==> src/rtl/ped_button_station.sv <==
// Pedestrian push-button station: debounced request handshake, wait lamp, audio ticks, sticky fault.
// Button-to-request latency is 8 cycles. Status lines are level inputs, so there is no backpressure.
module ped_button_station #(
   parameter int DEBOUNCE_CYCLES  = 5,
   parameter int WALK_TICK_PERIOD = 10,
   parameter int WALK_TICK_ON     = 5,
   parameter int LOCATOR_PERIOD   = 100,
   parameter int LOCATOR_ON       = 5,
   parameter int REQ_TIMEOUT      = 3000
) (
   input  logic       clock,
   input  logic       reset_n,
   input  logic       btn_raw,
   input  logic       green,
   input  logic       yellow,
   input  logic       red,
   input  logic       walk,
   input  logic       no_walk,
   output logic       btn_req,
   output logic       wait_lamp,
   output logic       speaker,
   output logic [7:0] req_count,
   output logic       fault
);

   localparam int PMAX = (WALK_TICK_PERIOD > LOCATOR_PERIOD) ? WALK_TICK_PERIOD : LOCATOR_PERIOD;
   localparam int DW   = $clog2(DEBOUNCE_CYCLES + 1);
   localparam int PW   = $clog2(PMAX);
   localparam int TW   = $clog2(REQ_TIMEOUT);

   localparam logic [DW-1:0] DB_LAST   = DW'(DEBOUNCE_CYCLES - 1);
   localparam logic [PW-1:0] WALK_LAST = PW'(WALK_TICK_PERIOD - 1);
   localparam logic [PW-1:0] LOC_LAST  = PW'(LOCATOR_PERIOD - 1);
   localparam logic [PW-1:0] WALK_ON   = PW'(WALK_TICK_ON);
   localparam logic [PW-1:0] LOC_ON    = PW'(LOCATOR_ON);
   localparam logic [TW-1:0] T_LAST    = TW'(REQ_TIMEOUT - 1);

   typedef enum logic [1:0] {S_IDLE, S_ARM, S_ASSERT, S_SERVED} state_t;

   state_t        state;
   logic          sync1, sync2, db, db_q;
   logic [DW-1:0] db_cnt;
   logic [TW-1:0] tcnt;
   logic [PW-1:0] p, p_nxt;
   logic          walk_q;
   logic          press, illegal, timeout_hit, fault_nxt, spk_nxt;

   always_ff @(posedge clock or negedge reset_n) begin
      if (!reset_n) begin
         sync1  <= 1'b0;
         sync2  <= 1'b0;
         db     <= 1'b0;
         db_q   <= 1'b0;
         db_cnt <= '0;
      end else begin
         sync1 <= btn_raw;
         sync2 <= sync1;
         db_q  <= db;
         // Any cycle that agrees with db restarts the stability count.
         if (sync2 == db) begin
            db_cnt <= '0;
         end else if (db_cnt == DB_LAST) begin
            db     <= sync2;
            db_cnt <= '0;
         end else begin
            db_cnt <= db_cnt + 1'b1;
         end
      end
   end

   assign press       = db & ~db_q;
   assign illegal     = (walk & green) | (walk & no_walk) |
                        (red & yellow) | (red & green) | (yellow & green);
   assign timeout_hit = (state == S_ASSERT) && !yellow && (tcnt == T_LAST);
   assign fault_nxt   = fault | illegal | timeout_hit;

   // A fault overrides every transition, so the request drops on the same edge the fault rises.
   always_ff @(posedge clock or negedge reset_n) begin
      if (!reset_n) begin
         state     <= S_IDLE;
         tcnt      <= '0;
         req_count <= 8'd0;
         fault     <= 1'b0;
         btn_req   <= 1'b0;
         wait_lamp <= 1'b0;
      end else begin
         fault <= fault_nxt;
         if (fault_nxt) begin
            state     <= S_IDLE;
            btn_req   <= 1'b0;
            wait_lamp <= 1'b0;
         end else begin
            case (state)
               S_IDLE: if (press) begin
                  state     <= green ? S_ASSERT : S_ARM;
                  btn_req   <= green;
                  wait_lamp <= 1'b1;
                  tcnt      <= '0;
               end
               S_ARM: if (green) begin
                  state   <= S_ASSERT;
                  btn_req <= 1'b1;
                  tcnt    <= '0;
               end
               S_ASSERT: if (yellow) begin
                  state     <= S_SERVED;
                  btn_req   <= 1'b0;
                  wait_lamp <= 1'b0;
                  if (req_count != 8'hFF) req_count <= req_count + 1'b1;
               end else begin
                  tcnt <= tcnt + 1'b1;
               end
               S_SERVED: if (walk_q && !walk) state <= S_IDLE;
               default: state <= S_IDLE;
            endcase
         end
      end
   end

   // Pattern phase restarts on either walk edge; the period follows the settled walk level.
   always_comb begin
      p_nxt = '0;
      if (walk == walk_q) p_nxt = (p == (walk_q ? WALK_LAST : LOC_LAST)) ? '0 : p + 1'b1;
   end

   assign spk_nxt = p_nxt < (walk ? WALK_ON : LOC_ON);

   always_ff @(posedge clock or negedge reset_n) begin
      if (!reset_n) begin
         p       <= '0;
         walk_q  <= 1'b0;
         speaker <= 1'b0;
      end else begin
         p       <= p_nxt;
         walk_q  <= walk;
         speaker <= spk_nxt;
      end
   end

endmodule
==> config.mk <==
export PLATFORM = sky130hd
export DESIGN_NAME = ped_button_station
export DESIGN_NICKNAME = d
export VERILOG_FILES = /design/src/rtl/ped_button_station.sv
export SDC_FILE = /design/constraint.sdc
export NUM_CORES = 1
export LEC_CHECK = 0
export CAP_MARGIN = 20
export CORE_MARGIN = 5
export CORE_UTILIZATION = 25
export DETAILED_ROUTE_END_ITERATION = 8
export GPL_TIMING_DRIVEN = 0
export HOLD_SLACK_MARGIN = 0.1
export PLACE_DENSITY_LB_ADDON = 0.2
export SYNTH_ARGS = -nofsm -noshare
export SYNTH_HDL_FRONTEND = slang
export SYNTH_SLANG_ARGS = --single-unit
==> constraint.sdc <==
create_clock -name clock -period 4.7 [get_ports clock]
set_input_delay 0.94 -clock clock [delete_from_list [all_inputs] [get_ports clock]]
set_output_delay 0.94 -clock clock [all_outputs]
set_load 0.02 [all_outputs]
==> flow_summary.yaml, run 1 <==
run_status:
  status: "completed"
finish:
  multiInputGateArea_sq_um: 1180
  n_fill_cell: 948
  n_antenna_cell: 0
  drive_above_1_share: 0.0902
  area_delta_synth_final_pct: 19.2
  seqCellArea_sq_um: 1030
  fin_nets: 273
logic_synthesis:
  synth-edff-count: 0
  synth_nets: 245
  synth_area_leaders: "dfrtp_1 45%, ha_1 5.5%, xor2_1 3.8%"
  async_flop_share: 1.00
  yosysTopAreaCell: "dfrtp_1"
  yosysTopAreaCellShare: 0.448
  syn-cell-area_sq_um: 2290
  synth_most_common_cell: "dfrtp_1"
  synth_seq_cells: 41
  yosys-top-cells-count: "41 x dfrtp_1, 20 x nor2_1, 14 x nand2_1"
  ys_seq_area_frac: 0.448
  ys_types: 46
  syn_inst: 227
  syn_area_per_cell_sq_um: 10.1
  synth_warnings: 0
  synth_ff_type: "dfrtp_1"
detailed_routing:
  via_per_inst: 4.94
  first_pass_iters: 4
  drc: 0
  num_vias: 1809
  ant_nets: 0
  drtIter0Drc: 59
  drt-total-wl_um: 5090
  avgRoutedWirePerCell_um: 13.9
placed_design:
  portBuffers: 19
  hpwl_um: 3610
  gp_congestion: 0.755
critical_path:
  crit_fanout: 10
  cp-start-kind: "input port"
  crit_path_end_kind: "flop"
  regToRegStartpoint: "state[0]"
  crit_top_cell: "buf_6"
  critPathRequiredTime_ns: 4.88
  critPathArrivalTime_ns: 3.10
  ff2ff_setup_slack_ns: 2.14
  cp_slowest_cell: "clkdlybuf4s50_1"
  rr_worst_depth: 7
  reg2reg_to: "state[0]"
  worstPathCellList: "clkdlybuf4s50_1 -> and4b_1 -> and4_1 -> buf_6 -> or3_4 -> buf_6 -> a221o_1"
  crit_type: "in2reg"
  max_stage_delay_ns: 0.69
clock_network:
  cts_buffers: 5
  insertion_delay_ns: 0.29
  cts_resized: 0
  clockRootBuffer: "clkbuf_8"
  cts_buffer_depth: 2
  clock-sinks: 41
  post_cts_buffers: 0
  hold_buffers: 0
  cts_tree: "built"
  htree_levels: 2
  clkSlewWorstSetupHoldPaths_ns: 0.09
power_and_ir_drop:
  p_leak_nw: 1.13
  max-vdd-ir-drop_v: 0.0000925
  powerDensity_nw_per_um2: 283
global_routing:
  grt_pass1_wl_um: 8670
  overflow: 0
  grt_pass1_vias: 1746
  grt_usage: 0.0951
  antenna_found_initial: 0
  grt_max_degree: 30
sta:
  tns_ns: 0
  hold_viol_final: 0
  whs_ns: 0.355
  finalSetupViolCount: 0
  fmax_mhz: 342
  finalCriticalPeriod_ns: 2.92
  skew_ns: 0.0105
  period_share: 0.621
  relSlewSlack: 0.276
  slew_violations: 0
  rsz0062_at_grt: "no"
  max_slew.worst_pin.slew_ns: 1.06
die:
  die_h_um: 106
  die_w_um: 106
  io-pin-count: 20
  core_sq_um: 9060
  initial_utilization: 0.253
  die_area_sq_um: 11200
  core.rowCount: 35
hold_path:
  hold_path_end: "sync2"
  hold_class: "reg2reg"
  hp-start: "sync1"
  holdPathStages: 0
job:
  cap_viol_max_count: 0
## critical path: cells and delay by family
family,cells,cell delay [ns]
AOI/OAI and AO/OA,1,0.34
buffers and inverters,3,0.98
and+or+nand+nor,3,0.82
## per-stage QoR
stage / instance area, sq um / utilization / cells / total power (W) / setup slack, ns
2_1_floorplan: 2290 / - / 227 / 0.000496 / 2.32
5_1_grt: 2730 / 0.301 / 366 / 0.000823 / 1.67
6_report: 2730 / 0.301 / 366 / 0.000773 / 1.78
4_1_cts: 2730 / 0.301 / 366 / 0.000791 / 1.78
3_3_place_gp: 2620 / 0.289 / 357 / 0.000539 / 1.47
3_5_place_dp: 2640 / 0.291 / 359 / 0.000541 / 1.47
## layout by cell type, fill, tap and decap left out, drive strengths merged, types with 2 or more instances in the layout
| cell | instances |
|---|---|
| dfrtp | 41 |
| nor2 | 20 |
| clkdlybuf4s50 | 18 |
| nand2 | 14 |
| clkbuf | 13 |
| inv | 10 |
| nand3 | 10 |
| xor2 | 10 |
| ha | 10 |
| and3 | 7 |
| o31ai | 7 |
| nor4b | 6 |
| o21ai | 6 |
| o211ai | 6 |
| mux2i | 5 |
| nor2b | 5 |
| nor3 | 5 |
| and4 | 5 |
| buf | 5 |
| nand2b | 4 |
| a21oi | 4 |
| a221o | 4 |
| nand4 | 4 |
| xnor2 | 3 |
| mux2 | 3 |
| and4b | 2 |
| and2 | 2 |
| nor3b | 2 |
| nand3b | 2 |
| nor4 | 2 |
| a2111oi | 2 |
| a211oi | 2 |
| o311ai | 2 |
## cell type report
cell class | instances | share of cell area
Clock inverter | 1 | 0.00275
Buffer | 9 | 0.0179
Multi-Input combinational cell | 167 | 0.431
Sequential cell | 41 | 0.376
Timing Repair Buffer | 21 | 0.0770
Inverter | 10 | 0.0138
Tap cell | 111 | 0.0509
Clock buffer | 6 | 0.0303
## kinds of logic after synthesis
family | count (synthesis) | share of synthesized area
fa+ha+maj | 10 | 0.0546
flops | 41 | 0.448
mux | 8 | 0.0366
xor+xnor | 13 | 0.0497
simple gates | 95 | 0.239
compound gates | 41 | 0.134
buf+inv | 19 | 0.0377
## sequential cells by signal (all words and copies together) (netlist names)
name and count:
tcnt 12, req_count 8, p 7, db_cnt 3, state 2, btn_req 1
db 1, db_q 1, fault 1, speaker 1, sync1 1, sync2 1
wait_lamp 1, walk_q 1
## layer usage
metal,routed length [um],up-vias,share of wire,GRT usage
met3,149,8,0.029,0.0214
li1,-,892,-,-
met2,2350,27,0.46,0.150
met5,0,-,0,0
met1,2530,882,0.50,0.131
met4,62,0,0.012,0.0250
## worst max-delay path by stage
stage / end / depth (start not counted) / slack (ns) / from
3_3_place_gp: db_cnt[1] / 1 / 1.47 / reset_n
3_5_place_dp: tcnt[9] / 7 / 1.47 / yellow
5_1_grt: state[0] / 5 / 1.67 / yellow
6_report: tcnt[7] / 7 / 1.78 / yellow
4_1_cts: tcnt[7] / 7 / 1.78 / yellow
2_1_floorplan: tcnt[4] / 6 / 2.32 / yellow
## power breakdown
group / switching, W / internal (W) / leakage, nW
Clock: 0.000124 / 0.000116 / 0.0433
Sequential: 0.0000205 / 0.000377 / 0.516
Combinational: 0.0000752 / 0.0000602 / 0.572
(Power assumes the default switching activity.)
==> inputs of run 2 (changes only) <==
==> constraint.sdc (replaced) <==
create_clock -name clock -period 3.05 [get_ports clock]
set_input_delay 0.61 -clock clock [delete_from_list [all_inputs] [get_ports clock]]
set_output_delay 0.61 -clock clock [all_outputs]
set_load 0.02 [all_outputs]
==> results of run 2 <==
Same layout as run 1 (identical final DEF). Status: completed.
Main changes from that run: setup slack after placement 1.47 ns -> 0.147 ns; clock-pin slew on the worst setup and hold paths 0.09 ns -> 0.08 ns; setup slack after layout 1.78 ns -> 0.459 ns; hold slack 0.355 ns -> 0.203 ns; register-to-register setup slack 2.14 ns -> 0.49 ns; total power 0.000773 W -> 0.00119 W; worst IR drop on VDD 0.0000925 V -> 0.000143 V
==> inputs of run 3 (changes only) <==
==> constraint.sdc (replaced) <==
create_clock -name clock -period 2.37 [get_ports clock]
set_input_delay 0.474 -clock clock [delete_from_list [all_inputs] [get_ports clock]]
set_output_delay 0.474 -clock clock [all_outputs]
set_load 0.02 [all_outputs]
==> run 3 against run 2 <==
  * Core utilization increased by 0.22 points
  * Clock-buffer cell count is the same
  * Sequential power is 29% higher
  * Cell count stayed put
  * Critical path type is now reg2reg
  * Critical endpoint unchanged
==> flow_summary.yaml, run 3 (synthesis gave the netlist of run 1 again) <==
power_and_ir_drop:
  p_sw_frac: 0.281
  powerDensity_nw_per_um2: 560
  p_leak_nw: 1.15
  p_clk_frac: 0.308
  combinationalPowerShare: 0.180
  max-vdd-ir-drop_v: 0.000182
  p_switching_w: 0.000432
  power_frac_seq: 0.513
  internal-power_w: 0.00111
critical_path:
  crit_family: "simple AND/OR/NAND/NOR gates"
  max_stage_delay_ns: 0.40
  rr_worst_depth: 8
  cp_slowest_cell: "dfrtp_1"
  regToRegStartpoint: "state[0]"
  cp-start-kind: "flop"
  crit_type: "reg2reg"
  cp.depth: 8
  cp-endpoint: "tcnt[7]"
  worstPathCellList: "inv_1 -> ha_1 -> and4b_1 -> and4_1 -> buf_6 -> or3_4 -> buf_6 -> a221o_1"
  reg2reg_to: "tcnt[7]"
  critPathRequiredTime_ns: 2.54
  critPathBufInv: 3
  crit_fanout: 10
  crit_top_cell: "buf_6"
  crit_path_start: "state[0]"
  critPathArrivalTime_ns: 2.43
  crit_path_end_kind: "flop"
  ff2ff_setup_slack_ns: 0.11
die:
  die_h_um: 106
  io-pin-count: 20
  core.rowCount: 35
  initial_utilization: 0.253
  die_area_sq_um: 11200
  core_sq_um: 9060
  die_w_um: 106
clock_network:
  cts_buffers: 5
  post_cts_buffers: 0
  cts_tree: "built"
  htree_levels: 2
  clockRootBuffer: "clkbuf_8"
  insertion_delay_ns: 0.29
  clock-sinks: 41
  cts_buffer_depth: 2
  clkSlewWorstSetupHoldPaths_ns: 0.08
job:
  cap_viol_max_count: 0
run_status:
  status: "completed"
detailed_routing:
  via_per_inst: 5.00
  avgRoutedWirePerCell_um: 13.9
  drc: 0
  num_vias: 1830
  ant_nets: 0
  drtIter0Drc: 49
  first_pass_iters: 4
  drt-total-wl_um: 5090
placed_design:
  gp_congestion: 0.755
  hpwl_um: 3610
  portBuffers: 19
  placed_area_sq_um: 2640
finish:
  final_cell_mix: "41 x dfrtp_1, 20 x nor2_1, 17 x clkdlybuf4s50_1"
  n_antenna_cell: 0
  largest_register_ffs: 12
  drive_above_1_share: 0.110
  n_fill_cell: 949
  regMostFlops: "tcnt"
  fin_nets: 273
  top_regs: "tcnt: 12 flops, req_count: 8 flops, p: 7 flops"
  finalInstanceArea_sq_um: 2750
  area_delta_synth_final_pct: 20.1
  final_common_cell: "dfrtp_1"
sta:
  finalSetupViolCount: 0
  period_share: 0.952
  finalCriticalPeriod_ns: 2.26
  skew_ns: 0.0112
  max_slew.worst_pin.slew_ns: 0.702
  fmax_mhz: 443
  whs_ns: 0.355
  hold_viol_final: 0
  slew_violations: 0
  rsz0062_at_grt: "no"
  relSlewSlack: 0.526
hold_path:
  hold_class: "reg2reg"
global_routing:
  grt_pass1_vias: 1751
  overflow: 0
  grt_max_degree: 30
  antenna_found_initial: 0
  grt_usage: 0.0952
  grt_pass1_wl_um: 8690
## run 3: final cells by class
cell class	instances	area [sq um]	share of cell area
Tap cell	111	139	0.0505
Clock buffer	6	82.6	0.0300
Timing Repair Buffer	22	219	0.0797
Clock inverter	1	7.51	0.00273
Buffer	8	48.8	0.0178
Multi-Input combinational cell	167	1190	0.432
Inverter	10	37.5	0.0137
Sequential cell	41	1030	0.373
## run 3: metrics by stage
stage	setup TNS, ns	total power, W	utilization	setup WS [ns]	cells
global placement	-20.89	0.00107	0.289	-0.399	357
CTS	0	0.00157	0.302	0.0679	367
global route	0	0.00164	0.303	0.00580	366
floorplan	0	0.000983	-	0.273	227
detailed placement	-4.87	0.00107	0.291	-0.397	359
finish	0	0.00154	0.303	0.114	366
## run 3: timing repair
| action | 4_1_cts | 5_1_grt |
|---|---|---|
| endpoints found under the hold margin | 12 | 0 |
| setup endpoints to repair | 10 | 8 |
| hold buffers | 1 | 0 |
| pin swaps | 0 | 0 |
| resized for setup | 3 | 6 |
## run 3: worst min path at each step
stage                     startpoint      end  slack (ns)  cells after the start
final                          sync1    sync2        0.35                      0
after global routing           sync1    sync2        0.38                      0
after CTS                      sync1    sync2        0.36                      0
after detailed placement       sync1    sync2        0.34                      0
after global placement         sync1    sync2        0.34                      0
after floorplan              reset_n  btn_req        0.18                      0
## run 3: worst reg2reg max path: stages, from the launching register on
cell	delay, ns
dfrtp_1	0.40
inv_1	0.08
ha_1	0.23
and4b_1	0.21
and4_1	0.20
buf_6	0.14
or3_4	0.38
buf_6	0.16
a221o_1	0.35
## run 3: metal layers
metal	track usage	share of wire	vias to the layer above
li1	-	-	894
met4	0.0250	0.011	0
met1	0.131	0.49	900
met5	0	0	-
met2	0.150	0.46	28
met3	0.0214	0.034	8
## run 3: power by group through the flow
stage	combinational, W	sequential, W	clock, W
after detailed placement	0.000269	0.000804	0
final	0.000276	0.000789	0.000474
after floorplan	0.000187	0.000796	0
after global routing	0.000316	0.000797	0.000529
after global placement	0.000266	0.000803	0
after CTS	0.000275	0.000790	0.000506
